## src/rtl/sprite_palette_lut.sv

```systemverilog
// sprite_palette_lut: runtime-writable, banked colour palette with a 2-stage registered lookup pipeline.
// Ports:
//   Clk, Reset          clock, asynchronous active-high reset
//   pix_valid_i         lookup request; index_i selects entry, bank_i selects palette
//   fade_level_i        per-pixel brightness level (only used when PALETTE_FADE_EN is defined)
//   wr_valid_i/_ready_o palette write handshake; wr_bank_i/wr_addr_i/wr_data_i ({r,g,b}) select and data
//   pix_valid_o         result valid, 2 cycles after the request
//   red_o/green_o/blue_o colour result, zero when pix_valid_o is low
//   transparent_o       request index equalled KEY_INDEX
// Optional feature macro: PALETTE_FADE_EN scales each channel by (fade_level_i + 1) / 2**COLOR_W.
module sprite_palette_lut #(
    parameter int INDEX_W = 4,
    parameter int COLOR_W = 4,
    parameter int NUM_BANKS = 2,
    parameter int KEY_INDEX = 0,
    localparam int BANK_W = (NUM_BANKS > 1) ? $clog2(NUM_BANKS) : 1
) (
    input  logic                   Clk,
    input  logic                   Reset,
    input  logic                   pix_valid_i,
    input  logic [INDEX_W-1:0]     index_i,
    input  logic [BANK_W-1:0]      bank_i,
    input  logic [COLOR_W-1:0]     fade_level_i,
    input  logic                   wr_valid_i,
    output logic                   wr_ready_o,
    input  logic [BANK_W-1:0]      wr_bank_i,
    input  logic [INDEX_W-1:0]     wr_addr_i,
    input  logic [3*COLOR_W-1:0]   wr_data_i,
    output logic                   pix_valid_o,
    output logic [COLOR_W-1:0]     red_o,
    output logic [COLOR_W-1:0]     green_o,
    output logic [COLOR_W-1:0]     blue_o,
    output logic                   transparent_o
);
    localparam int DEPTH = 2 ** INDEX_W;
    localparam int ENT_W = 3 * COLOR_W;
    // One extra bit so a non-power-of-two bank count can be range checked
    localparam logic [BANK_W:0] BANKS = (BANK_W + 1)'(NUM_BANKS);
    localparam logic [INDEX_W-1:0] KEY = INDEX_W'(KEY_INDEX);

    logic [ENT_W-1:0]   mem_q [NUM_BANKS][DEPTH];
    logic [ENT_W-1:0]   mem_d [NUM_BANKS][DEPTH];
    logic               s1_valid_q, s1_valid_d;
    logic               s1_trans_q, s1_trans_d;
    logic [ENT_W-1:0]   s1_entry_q, s1_entry_d;
    logic [ENT_W-1:0]   faded;
    logic               valid_q, valid_d;
    logic               trans_q, trans_d;
    logic [ENT_W-1:0]   rgb_q, rgb_d;

    // Writes never stall; the port only refuses while held in reset
    assign wr_ready_o = ~Reset;

    // Stage 1 reads the old entry, so a same-cycle write to it is seen by the next lookup
    always_comb begin
        mem_d = mem_q;
        if (wr_valid_i && wr_ready_o && ({1'b0, wr_bank_i} < BANKS))
            mem_d[wr_bank_i][wr_addr_i] = wr_data_i;
        s1_valid_d = pix_valid_i;
        s1_trans_d = (index_i == KEY);
        s1_entry_d = ({1'b0, bank_i} < BANKS) ? mem_q[bank_i][index_i] : '0;
    end

`ifdef PALETTE_FADE_EN
    logic [COLOR_W-1:0] s1_fade_q;

    // Full-width product keeps (c * (level + 1)) exact before the shift
    always_comb begin
        logic [2*COLOR_W:0] prod;
        prod = '0;
        faded = '0;
        for (int c = 0; c < 3; c++) begin
            prod = (2*COLOR_W+1)'(s1_entry_q[c*COLOR_W +: COLOR_W]) * ((2*COLOR_W+1)'(s1_fade_q) + (2*COLOR_W+1)'(1));
            faded[c*COLOR_W +: COLOR_W] = prod[COLOR_W +: COLOR_W];
        end
    end

    always_ff @(posedge Clk or posedge Reset)
        if (Reset) s1_fade_q <= '0;
        else s1_fade_q <= fade_level_i;
`else
    logic unused_fade;
    assign unused_fade = ^fade_level_i;
    assign faded = s1_entry_q;
`endif

    always_comb begin
        valid_d = s1_valid_q;
        trans_d = s1_valid_q & s1_trans_q;
        rgb_d = s1_valid_q ? faded : '0;
    end

    always_ff @(posedge Clk or posedge Reset) begin
        if (Reset) begin
            for (int b = 0; b < NUM_BANKS; b++)
                for (int i = 0; i < DEPTH; i++)
                    mem_q[b][i] <= '0;
            s1_valid_q <= 1'b0;
            s1_trans_q <= 1'b0;
            s1_entry_q <= '0;
            valid_q <= 1'b0;
            trans_q <= 1'b0;
            rgb_q <= '0;
        end else begin
            mem_q <= mem_d;
            s1_valid_q <= s1_valid_d;
            s1_trans_q <= s1_trans_d;
            s1_entry_q <= s1_entry_d;
            valid_q <= valid_d;
            trans_q <= trans_d;
            rgb_q <= rgb_d;
        end
    end

    assign pix_valid_o = valid_q;
    assign transparent_o = trans_q;
    assign red_o = rgb_q[ENT_W-1 -: COLOR_W];
    assign green_o = rgb_q[COLOR_W +: COLOR_W];
    assign blue_o = rgb_q[COLOR_W-1:0];
endmodule
```

## config.mk

```make
export PLATFORM = sky130hd
export DESIGN_NAME = sprite_palette_lut
export DESIGN_NICKNAME = d
export VERILOG_FILES = /design/src/rtl/sprite_palette_lut.sv
export SDC_FILE = /design/constraint.sdc
export NUM_CORES = 1
export LEC_CHECK = 0
export CAP_MARGIN = 10
export CORE_MARGIN = 2
export CORE_UTILIZATION = 30
export CTS_CLUSTER_SIZE = 16
export DETAILED_ROUTE_END_ITERATION = 8
export HOLD_SLACK_MARGIN = 0.02
export MAX_ROUTING_LAYER = met4
export PLACE_DENSITY = 0.5
export SLEW_MARGIN = 20
export SYNTH_ARGS = -nofsm -noshare
export SYNTH_HDL_FRONTEND = slang
export SYNTH_SLANG_ARGS = --single-unit
```

## constraint.sdc

```tcl
create_clock -name Clk -period 14.96 [get_ports Clk]
set_input_delay 2.992 -clock Clk [delete_from_list [all_inputs] [get_ports Clk]]
set_output_delay 2.992 -clock Clk [all_outputs]
set_load 0.005 [all_outputs]
```

# --- Yosys cells after proc, flatten, opt, wreduce, memory -nomap -nowiden ---
# Cells that the tools add are included.
word_totals:
  register_bits: 412
  inputBits: 30
  out_inout_bits: 15
  elab_cells: 66
classes:
  magnitude_cmp: 6
  muxes: 12
  bitwise: 6
  reduce_logical: 4
op_table:
  columns: ["operator", "count"]
  rows:
  - ["$mux W192", 4]
  - ["$bwmux W384", 1]
  - ["$demux W192 S1", 1]
  - ["$bmux W12 S4", 1]
  - ["$demux W12 S4", 1]
  - ["$mux W12", 4]
  - ["$ge A5 B5 Y1 const B", 2]
  - ["$not A4 Y5", 2]
  - ["$lt A5 B1 Y1 const B", 1]
  - ["$ge A2 B2 Y1 const B", 2]
  - ["$logic_not A4 Y1", 1]
  - ["$not A1 Y2", 2]
  - ["$logic_and A1 B1 Y1", 3]
  - ["$lt A2 B1 Y1 const B", 1]
  - ["$and A1 B1 Y1", 1]
  - ["$not A1 Y1", 1]

# --- Logic depth before layout (Yosys ltp) ---
# Gate-level depths: netlist of run 1.
depth:
  ltp_word: 8
  mapped_depth: 8
  mapped_depth_nobuf: 5

# --- Worst setup path after synthesis of run 1 ---
# Ideal clock, no wire load.
synth_timing:
  path_kind: "input to output"
  start: "input port Reset"
  end: "output port wr_ready_o"
  t_arrival_ps: 11476
  t_required_ps: 11968
  slack_ps: 492
  path_stages: 1
  n_path_buf: 0
  cell_sequence: "inv_1"
synth_via:
  elab_chain_cells: 1
synth_lines:
  columns: ["element", "line", "rtl"]
  rows:
  - ["start: declaration", "19", "input logic Reset,"]
  - ["$not A1 Y1", "52", "assign wr_ready_o = ~Reset;"]
  - ["end: declaration", "25", "output logic wr_ready_o,"]
# No other way between the ends.

# --- Worst setup path after layout of run 1 ---
# Ends and elaborated chain as after synthesis.

==> metrics list, run 1 <==
- In the synthesized netlist the dominant register cell turns out to be sky130_fd_sc_hd__dfrtp_1.
- Clock latency on the worst-skew pair: 0.58 ns
- The biggest area contributor in the post-synthesis netlist is sky130_fd_sc_hd__dfrtp_1.
* Highest clock rate: 130 MHz
- CTS built an H-tree with a depth of 2.
* Die Outline Area: 63,400 um2
* Hold-fix buffers at CTS: 0
- Largest delay contributor family on the critical path: buffers and inverters
- Vias per Instance: approximately 5.0
* Arrival @ worst endpoint: 4.67 ns
* Setup clock skew after layout: 0.0148 ns
- Accumulated negative setup slack: 0 ns
* Data required time at the worst endpoint: 11.97 ns
* Number of buffers added by the clock tree synthesis step: 46
- Yosys attributes the largest share of cell area to sky130_fd_sc_hd__dfrtp_1 (56%), sky130_fd_sc_hd__mux2_2 (24%), sky130_fd_sc_hd__mux4_2 (7.3%).
- In this run the biggest area consumer among cell types represents 56.0% of the synthesized area.
* Setup slack after placement: approximately 7.2 ns
- Dividing the detail-routed wire length by the instance count gives 23.4 um.
- Leakage power: 0.00978 uW
* Worst-margin pin slew: 1.13 ns
- Row cnt: 90
- Synthesis produced a netlist whose cell count is 1,230.
- Of the total power, the clock network draws 42.1%.
* YS warnings: 0
- Setup violations remaining at the end of the flow were counted as 0.
- For this run, design rule violations remaining after detail routing come to 0.
- After detailed placement, the design holds a cell count of 1,959.
- Sequential share of power: a little under half
* Residual antenna-violating net count after detailed routing: 0
- The flow ran to the end, and the final reports show no timing, DRC or antenna violations.
- Power per cell area: 136 nW/um2
* Maximum cell stage delay along the critical path: ~0.63 ns
* Clk sinks: 412
- In this run the worst path has a maximum fanout of 95.
* Detail Placement HPWL: 28,100 um
- Routability-driven placement finished with a final weighted congestion of roughly 0.73.
* Layout-stage area growth over the synthesis result: 14.7%
- Counting distinct cell types in the post-synthesis netlist gives 33.
- The number of buffers and inverters on the critical path is 3.
* GRT overflow: 0
- After floorplanning, the core was sized to cover between 60,000 and 70,000 um2.
- Category of the worst setup path capture point: output port
- The worst hold path belongs to the class flop to flop.
- Measured against its own limit, the worst slew margin works out to 24.8%.
- Setup Buffers After CTS: 0
- Slowest CP cell: sky130_fd_sc_hd__clkdlybuf4s50_1
- The worst-case IR drop observed on VDD is slightly above 0.06 mV.
* Final slew viol count: 0
* IO Pins: 45
- Hold violation count in the final report: 0
* Commonest cells in the netlist: sky130_fd_sc_hd__dfrtp_1 (412), sky130_fd_sc_hd__mux2_2 (388), sky130_fd_sc_hd__mux2i_1 (96)
* Worst-path cell chain: clkdlybuf4s50_1 > inv_8 > clkdlybuf4s50_1
- The most common cell in the synthesized netlist is sky130_fd_sc_hd__dfrtp_1.
- TritonCTS clock tree: done
- DIE HEIGHT: 252 um
- Switching power summed over all nets: about 700 uW
* Number of nets produced by synthesis: roughly 1.3k
- The post-route netlist has 45.0% of its cells at a drive strength greater than 1.
- After the first detailed-routing iteration, the DRC count stood at 626.
- The detailed router placed 10.2k vias in this run.
- The number of global-route vias before repair was 11.3k.
- Total of flip-flops plus latches after synthesis: 412
- Leaving out filler cells and counting taps, the final layout contains 2,046.
- The floorplan step set the die width to 252 um.
- The initial utilization of the core area, before any placement, comes to 30.4%.
* Max Cap Violations: 0
- Maximum number of pins on one net before global-route repair: 171
- Sequential-to-total area share from yosys stat: 56.0%
- Wires add up to 47,900 um.
- The smallest clock period supported by the final layout is computed as 7.67 ns.
* Internal power component: 2180 uW
- The first TritonRoute pass finished after 4 iterations.
- Global-route wire length before repair: 73,300 um
* Fraction of registers with async set or reset after synthesis: 100%
- Area of the mapped netlist: ~18,000 um2
- Synthesized area per cell: 15.0 um2
* FILL cells: between 5k and 6k
- Setup repair after global routing left no endpoint under its margin.
- Port Buffers: 40
- Counting stages on the worst path, the most repeated cell is sky130_fd_sc_hd__clkdlybuf4s50_1.
- The tree is rooted in a sky130_fd_sc_hd__clkbuf_16.
- The clock passes through at most 3 buffers.
- In this run, synthesis inferred 0 flip-flops with an integrated enable.
* Worst Slack Setup Final: 7.29 ns
- Number of cells upsized or downsized after cts: 0
- After layout, the worst path uses 51.2% of the clock period.
- Crit Path Class: input pin to output port
- After clock tree synthesis, the clock-pin slew on the worst setup and hold paths is ~0.06 ns.
- CP startpoint kind: input pin
* Antenna violations before repair: 0
* Final Power: 2870 uW
- Combinational logic is responsible for 11.7% of the overall power.
* GRT Overall Usage: 16.0%
- In the final design database the tool counted 1,255 nets.
- Net switching is a little under a quarter of the power.
-- final cells by class --
class / count / area (um2) / share of cell area, %
clock inverters: 13 / 215 / 1.02
repair buffers: 56 / 493 / 2.33
flip-flops and latches: 412 / 10300 / 48.8
clock buffers: 73 / 1410 / 6.69
well taps: 782 / 978 / 4.63
inverters: 2 / 15.0 / 0.0710
diodes: 1 / 2.50 / 0.0118
multi-input cells: 707 / 7710 / 36.5
-- power by group through the flow --
stage                     clock network (uW)  logic [uW]  registers, uW
after floorplan                            0         260           1330
after CTS                               1240         343           1330
after detailed placement                   0         342           1350
after global placement                     0         333           1340
final                                   1210         335           1330
after global routing                    1290         367           1340
-- path summary, 6_finish.rpt --
check,startpoint,endpoint,slack (ns),depth (start not counted)
setup reg to reg,mem_q[344],faded[8],13.13,3
hold / removal,faded[0],rgb_q[0],0.45,1
hold reg to reg,faded[0],rgb_q[0],0.45,1
setup / recovery,Reset,wr_ready_o,7.29,3
min in group asynchronous,Reset,mem_q[35],2.94,2
max in group asynchronous,Reset,mem_q[162],10.58,3
-- flip-flops by register name, indices dropped and copies added (netlist names) --
name and count:
pix_valid_o 1, transparent_o 1, rgb_q 12, s1_valid_q 1, s1_trans_q 1, mem_q 384
faded 12
-- cell families after synthesis --
logic type | after synthesis | share of synthesized area, %
flops | 412 | 56.0
mux | 546 | 36.4
buf+inv | 111 | 2.56
compound gates | 53 | 2.02
simple gates | 108 | 3.08
-- metrics by stage --
stage	hold slack, ns	utilization [%]	instance area [um2]
after detailed placement	0.441	32.3	19500
after floorplan	0.390	-	18400
after CTS	0.453	35.0	21200
after global placement	0.441	32.2	19500
after global routing	0.471	34.9	21100
final	0.451	34.9	21100
-- placed cells by master (no fill, tap or decap), types with 4 or more instances in the layout --
cell type                         count
sky130_fd_sc_hd__a31oi_1              5
sky130_fd_sc_hd__nor2_2              10
sky130_fd_sc_hd__a21oi_1             13
sky130_fd_sc_hd__clkbuf_8            15
sky130_fd_sc_hd__mux2i_1             96
sky130_fd_sc_hd__nand2_1             27
sky130_fd_sc_hd__clkbuf_16           47
sky130_fd_sc_hd__mux2_2             388
sky130_fd_sc_hd__nand3_1             16
sky130_fd_sc_hd__mux4_2              60
sky130_fd_sc_hd__nor3_1               7
sky130_fd_sc_hd__clkinv_2             5
sky130_fd_sc_hd__bufinv_16            5
sky130_fd_sc_hd__and2_1              14
sky130_fd_sc_hd__dfrtp_1            412
sky130_fd_sc_hd__clkbuf_1            12
sky130_fd_sc_hd__nand4_1              6
sky130_fd_sc_hd__a22oi_1             25
sky130_fd_sc_hd__a22o_1              10
sky130_fd_sc_hd__buf_4               15
sky130_fd_sc_hd__clkdlybuf4s50_1     29
sky130_fd_sc_hd__buf_2                9
sky130_fd_sc_hd__nand2b_1             4
-- layer usage --
layer	vias up	global-route usage (%)	share of wire, %
met5	-	-	0
met4	0	4.31	2.3
met3	69	2.50	4.0
met2	149	26.3	49
met1	5492	20.6	45
li1	4508	-	-
Power figures use the tool's default switching activity.
==> run 2, diff against run 1 <==
==> constraint.sdc (replaced) <==
create_clock -name Clk -period 6.29 [get_ports Clk]
set_input_delay 1.258 -clock Clk [delete_from_list [all_inputs] [get_ports Clk]]
set_output_delay 1.258 -clock Clk [all_outputs]
set_load 0.005 [all_outputs]
==> metrics list, run 2 (synthesis results as in run 1) <==
- Data required time at the worst endpoint: 5.03 ns
- RSZ-0062 raised after global routing: no
- Setup violations remaining at the end of the flow were counted as 0.
- Once the floorplan was initialized, standard cells occupied 30.4% of the core.
* Number of flip-flops in the largest register: 384
- Final Power: 6600 uW
* Antenna Cells: 0
- Register with the most flip-flops: mem_q
- DIE HEIGHT: 252 um
* Number of DRC markers after the initial detailed-route iteration: 573
* Setup Buffers After CTS: 0
- Largest fanout of any net on the critical path: 3
- IO Pins: between 40 and 50
- Of the cells placed in the final design, the portion with a size suffix greater than 1 is between 40% and 50%.
- Total Nets Final: 1,262
- Highest clock rate: 270 MHz
- Clk sinks: 412
- Once detail routing completed, the nets flagged for antenna violations numbered 0.
- Worst-path clk slew: about 0.06 ns
- Number of buffers added by the clock tree synthesis step: 45
- Leakage power: 0.00989 uW
- Top library cells by usage in the layout, fill and taps aside: sky130_fd_sc_hd__dfrtp_1 (412), sky130_fd_sc_hd__mux2_2 (356), sky130_fd_sc_hd__mux2i_1 (96)
- Die Outline Area: 63,400 um2
- Antenna violations before repair: 0
- The worst-case IR drop observed on VDD is 0.174 mV.
* Clock latency on the worst-skew pair: approximately 0.57 ns
* Class of the tightest hold or removal check: flop to flop
* Port Buffers: 40
- Vias after detailed routing: 10.3k
* Number of cells upsized or downsized after cts: 0
- Setup slack after placement: around 2.0 ns
* H-tree depth: 2
* Instance count after placement with tap cells included: 1,966
* Hold violation count in the final report: 0
* DRC: 0
* Vias per Instance: between 5 and 6
* Number of iterations in the first detailed-routing pass: 5
- Dividing the final minimum period by the clock period gives 58.8%.
* CTS max path bufs: 3
- Worst Slack Setup Final: 2.59 ns
- After layout, the minimum clock period comes to about 3.7 ns.
- Across every metal layer, demand over resource in global routing totals 15.6%.
- Max Cap Violations: 0
- The placed instances occupy a cell area of between 15,000 and 20,000 um2.
- The number of pins with negative max-slew slack in the final report came to 0.
* Via count of the first global-routing pass: approximately 11k
- By startpoint and endpoint, the worst setup path is classified as input pin to output port.
- The finished layout holds around 2.0k standard cells, fillers aside.
- For this design, the CTS-stage hold fixing added 0 buffers.
- Placeable core area: 60,600 um2
- The first global-routing pass estimated between 70,000 and 80,000 um of wire.
- Worst max-slew margin expressed relative to the limit: 27.9%
* CP startpoint kind: input pin
- Leaving out fill and tap cells, the most frequent cell in the layout is sky130_fd_sc_hd__dfrtp_1.
- Outcome: completed
- Accumulated negative setup slack: 0 ns
* Power per cell area: 311 nW/um2
- Fin area: roughly 21,000 um2
- Layout-stage area growth over the synthesis result: 15.1%
- Horizontal die dimension: 252 um
- Worst reg-to-reg path cell count: 3
* Count of cells along the worst hold path: 1
- Detail Placement HPWL: 28,300 um
* TritonCTS clock tree: done
- Row cnt: 90
* GRT overflow: 0
- Wires add up to 46,900 um.
- Category of the worst setup path capture point: output port
- Maximum number of pins on one net before global-route repair: 178
- For the final database, setup skew stands at roughly 0.015 ns.
* RePlAce Congestion: 0.725
- At the pin with the least slew margin, the transition time is 1.08 ns.
- The cell sitting at the root of the clock tree is a sky130_fd_sc_hd__clkbuf_16.
- Arrival @ worst endpoint: 2.44 ns
- Dividing the detail-routed wire length by the instance count gives 22.9 um.
-- run 2: worst paths after layout --
check / from / endpoint / slack [ns]
setup reg to reg: mem_q[20] / faded[8] / 4.45
min in group asynchronous: Reset / mem_q[237] / 1.21
setup / recovery: Reset / wr_ready_o / 2.59
hold / removal: faded[8] / rgb_q[8] / 0.46
max in group asynchronous: Reset / mem_q[281] / 3.18
hold reg to reg: faded[8] / rgb_q[8] / 0.46
-- run 2: critical path, cell delays in order --
cell and delay, ns:
sky130_fd_sc_hd__clkdlybuf4s50_1 0.53, sky130_fd_sc_hd__clkinvlp_4 0.17, sky130_fd_sc_hd__clkdlybuf4s50_1 0.48
-- run 2: metal layers --
metal	vias to the layer above	part of all wire [%]	global-route usage [%]
met5	-	0	-
met4	0	2.1	3.82
li1	4508	-	-
met1	5595	48	21.9
met2	161	46	23.7
met3	60	3.3	2.29
-- run 2: stage by stage --
stage | util (%) | hold WS, ns
floorplan | - | 0.390
CTS | 35.0 | 0.463
detailed placement | 32.6 | 0.448
global route | 35.0 | 0.482
finish | 35.0 | 0.460
global placement | 32.6 | 0.438
-- run 2: final cells by class --
| class | instances | area, um2 |
|---|---|---|
| Tap cell | 782 | 978 |
| Fill cell | 5813 | 39400 |
| Clock buffer | 70 | 1370 |
| Clock inverter | 11 | 88.8 |
| Multi-Input combinational cell | 707 | 7850 |
| Timing Repair Buffer | 64 | 602 |
| Sequential cell | 412 | 10300 |
| Inverter | 2 | 11.3 |
-- run 2: power by group --
group / total [uW] / switching (uW) / internal [uW]
Sequential: 3160 / 160 / 3000
Clock: 2610 / 1080 / 1540
Combinational: 830 / 360 / 470
Total: 6600 / 1600 / 5010
==> run 3, diff against run 2 <==
==> constraint.sdc (replaced) <==
create_clock -name Clk -period 3 [get_ports Clk]
set_input_delay 0.6 -clock Clk [delete_from_list [all_inputs] [get_ports Clk]]
set_output_delay 0.6 -clock Clk [all_outputs]
set_load 0.005 [all_outputs]
==> metrics list, run 3 (synthesis results as in run 1) <==
* Outcome: completed
- Leaving out fill and tap cells, the most frequent cell in the layout is sky130_fd_sc_hd__dfrtp_1.
- TritonCTS built the clock tree.
- STA classifies the critical path endpoint as an output port.
* Power per cell area: 651 nW/um2
- Vias after detailed routing: 10.6k
- Port Buffers: 40
- Setup clock skew after layout: 0.0119 ns
* Antenna violations before repair: 0
- Via count of the first global-routing pass: between 10k and 15k
- CTS Root Buffer Type: sky130_fd_sc_hd__clkbuf_16
- Global-route wire length before repair: 73,500 um
- Worst-path cell chain: clkdlybuf4s50_1 > clkinvlp_4 > buf_4 > clkdlybuf4s50_1
* Setup Buffers After CTS: 0
* Horizontal die dimension: 252 um
* RSZ-0062 raised after global routing: no
- Non-filler cells, final: 2,118
- GRT overflow: 0
- Final Power: 14,300 uW
- Arrival @ worst endpoint: ~1.9 ns
- Clk sinks: 412
- RePlAce Congestion: 0.776
- Number of flip-flops in the largest register: around 380
- Of the available clock period, the critical path in the final layout requires 84.7%.
- Pin placement for this block handled 45 I/O pins.
* Die Outline Area: roughly 63,000 um2
- Before antenna repair, the detailed router went through 4 iterations.
- The number of hold buffers added after CTS was 0.
- DIE HEIGHT: 252 um
- STA classifies the critical path startpoint as an input pin.
- After legalization and detailed placement, the total HPWL measured 30,500 um.
- Counting along the longest clock path gives a buffer depth of 3.
- Starting density of the core: between 30% and 40%
- Worst max-slew margin expressed relative to the limit: 30.1%
* Number of DRC markers after the initial detailed-route iteration: roughly 550
- Crit Path Class: input pin to output port
- After detailed routing, the total wire length is 47,600 um.
* FILL cells: around 5.7k
- H-tree depth: 2
- Maximum number of pins on one net before global-route repair: 175
- Final slew viol count: 0
* Worst-path clk slew: 0.06 ns
- Top library cells by usage in the layout, fill and taps aside: sky130_fd_sc_hd__dfrtp_1 (412), sky130_fd_sc_hd__mux2_2 (356), sky130_fd_sc_hd__mux2i_1 (96)
- The smallest clock period supported by the final layout is computed as about 2.5 ns.
- Layout-stage area growth over the synthesis result: 19.5%
- For this design, the slowest cell found on the critical path is sky130_fd_sc_hd__clkdlybuf4s50_1.
- The cell that appears most often on the critical path is sky130_fd_sc_hd__clkdlybuf4s50_1.
* Data required time at the worst endpoint: 2.40 ns
* Maximum cell stage delay along the critical path: 0.58 ns
- The min-delay analysis places its worst path in the category input pin to asynchronous set/reset pin.
- Max rail drop VDD: 0.403 mV
- For this design the static power due to leakage is 0.0103 uW.
- Instance count after placement with tap cells included: 2,033
- Placeable core area: 60,600 um2
- GRT Overall Usage: 15.9%
- For the pin with the worst max-slew slack, the measured transition is roughly 1.0 ns.
- After detailed routing, the number of vias per cell comes to 4.98.
* Highest clock rate: about 390 MHz
* Setup-failing EPs final: 0
- After detailed routing, the number of remaining DRC violations is 0.
- Register with the most flip-flops: mem_q
* Hold violation count in the final report: 0
- Antenna Cells: 0
- Clock latency on the worst-skew pair: 0.58 ns
* Max Cap Violations: 0
- Residual antenna-violating net count after detailed routing: 0
- Fraction of layout instances using a drive strength above 1: between 40 and 50%
* Total Nets Final: 1,330
* Number of cells upsized or downsized after cts: 0
- Routed length per instance: 22.5 um
- After floorplanning, the core was divided into 90 placement rows.
- Worst reg-to-reg path cell count: 3
- In this run the worst path has a maximum fanout of 13.
* Number of buffers added by the clock tree synthesis step: 46
## run 3: changes by cell type in the layout (fill, tap and decap cells not counted), moves of 4 or more
cell and delta:
sky130_fd_sc_hd__clkbuf_8 +4, sky130_fd_sc_hd__nor2_1 +10, sky130_fd_sc_hd__clkdlybuf4s50_1 +5, sky130_fd_sc_hd__buf_12 +15, sky130_fd_sc_hd__clkinv_2 -4, sky130_fd_sc_hd__buf_4 +52
sky130_fd_sc_hd__nor2_2 -10, sky130_fd_sc_hd__buf_2 -5
## run 3: through the flow
| step | instance area, um2 | utilization, % | worst slack, ns | setup TNS, ns | hold WS (ns) |
|---|---|---|---|---|---|
| after floorplan | 18700 | - | -5.34 | -2324.07 | 0.390 |
| after global placement | 20400 | 33.7 | 0.154 | 0 | 0.438 |
| after detailed placement | 20400 | 33.7 | 0.158 | 0 | 0.439 |
| after CTS | 22000 | 36.3 | 0.437 | 0 | 0.390 |
| after global routing | 22000 | 36.4 | 0.404 | 0 | 0.412 |
| final | 22000 | 36.4 | 0.460 | 0 | 0.414 |
## run 3: final cells by class
type / count / area, um2 / share of cell area (%)
clock buffer: 77 / 1480 / 6.73
clock inverter: 7 / 113 / 0.511
inverter: 2 / 11.3 / 0.0511
multi-input combinational: 707 / 7810 / 35.5
sequential: 412 / 10300 / 46.8
tap: 782 / 978 / 4.44
timing repair buffer: 131 / 1320 / 5.98
## run 3: path summary, 6_finish.rpt
check	slack [ns]	to	start
worst max-delay path	0.46	wr_ready_o	Reset
worst min-delay path	0.41	mem_q[264]	Reset
worst max register to register	1.12	faded[3]	mem_q[99]
worst min register to register	0.45	rgb_q[0]	faded[0]
max in group asynchronous	1.26	mem_q[34]	Reset
min in group Clk	0.45	rgb_q[0]	faded[0]
## run 3: report_power, final
part           switching, uW  internal (uW)  leakage (uW)
Clock                   2300           3600      0.000781
Combinational            775           1030       0.00407
Sequential               339           6290       0.00547
Total                   3420          10900        0.0103
## run 3: routing by layer
metal  global-route usage (%)  wire length [um]
met1                     21.7             22300
met5                        -                 0
met2                     25.2             22900
met3                     2.21              1630
met4                     3.62               743
## run 3: worst max-delay path: cells and delay by family
family | cells | cell delay (ns)
buf+inv | 4 | 1.34
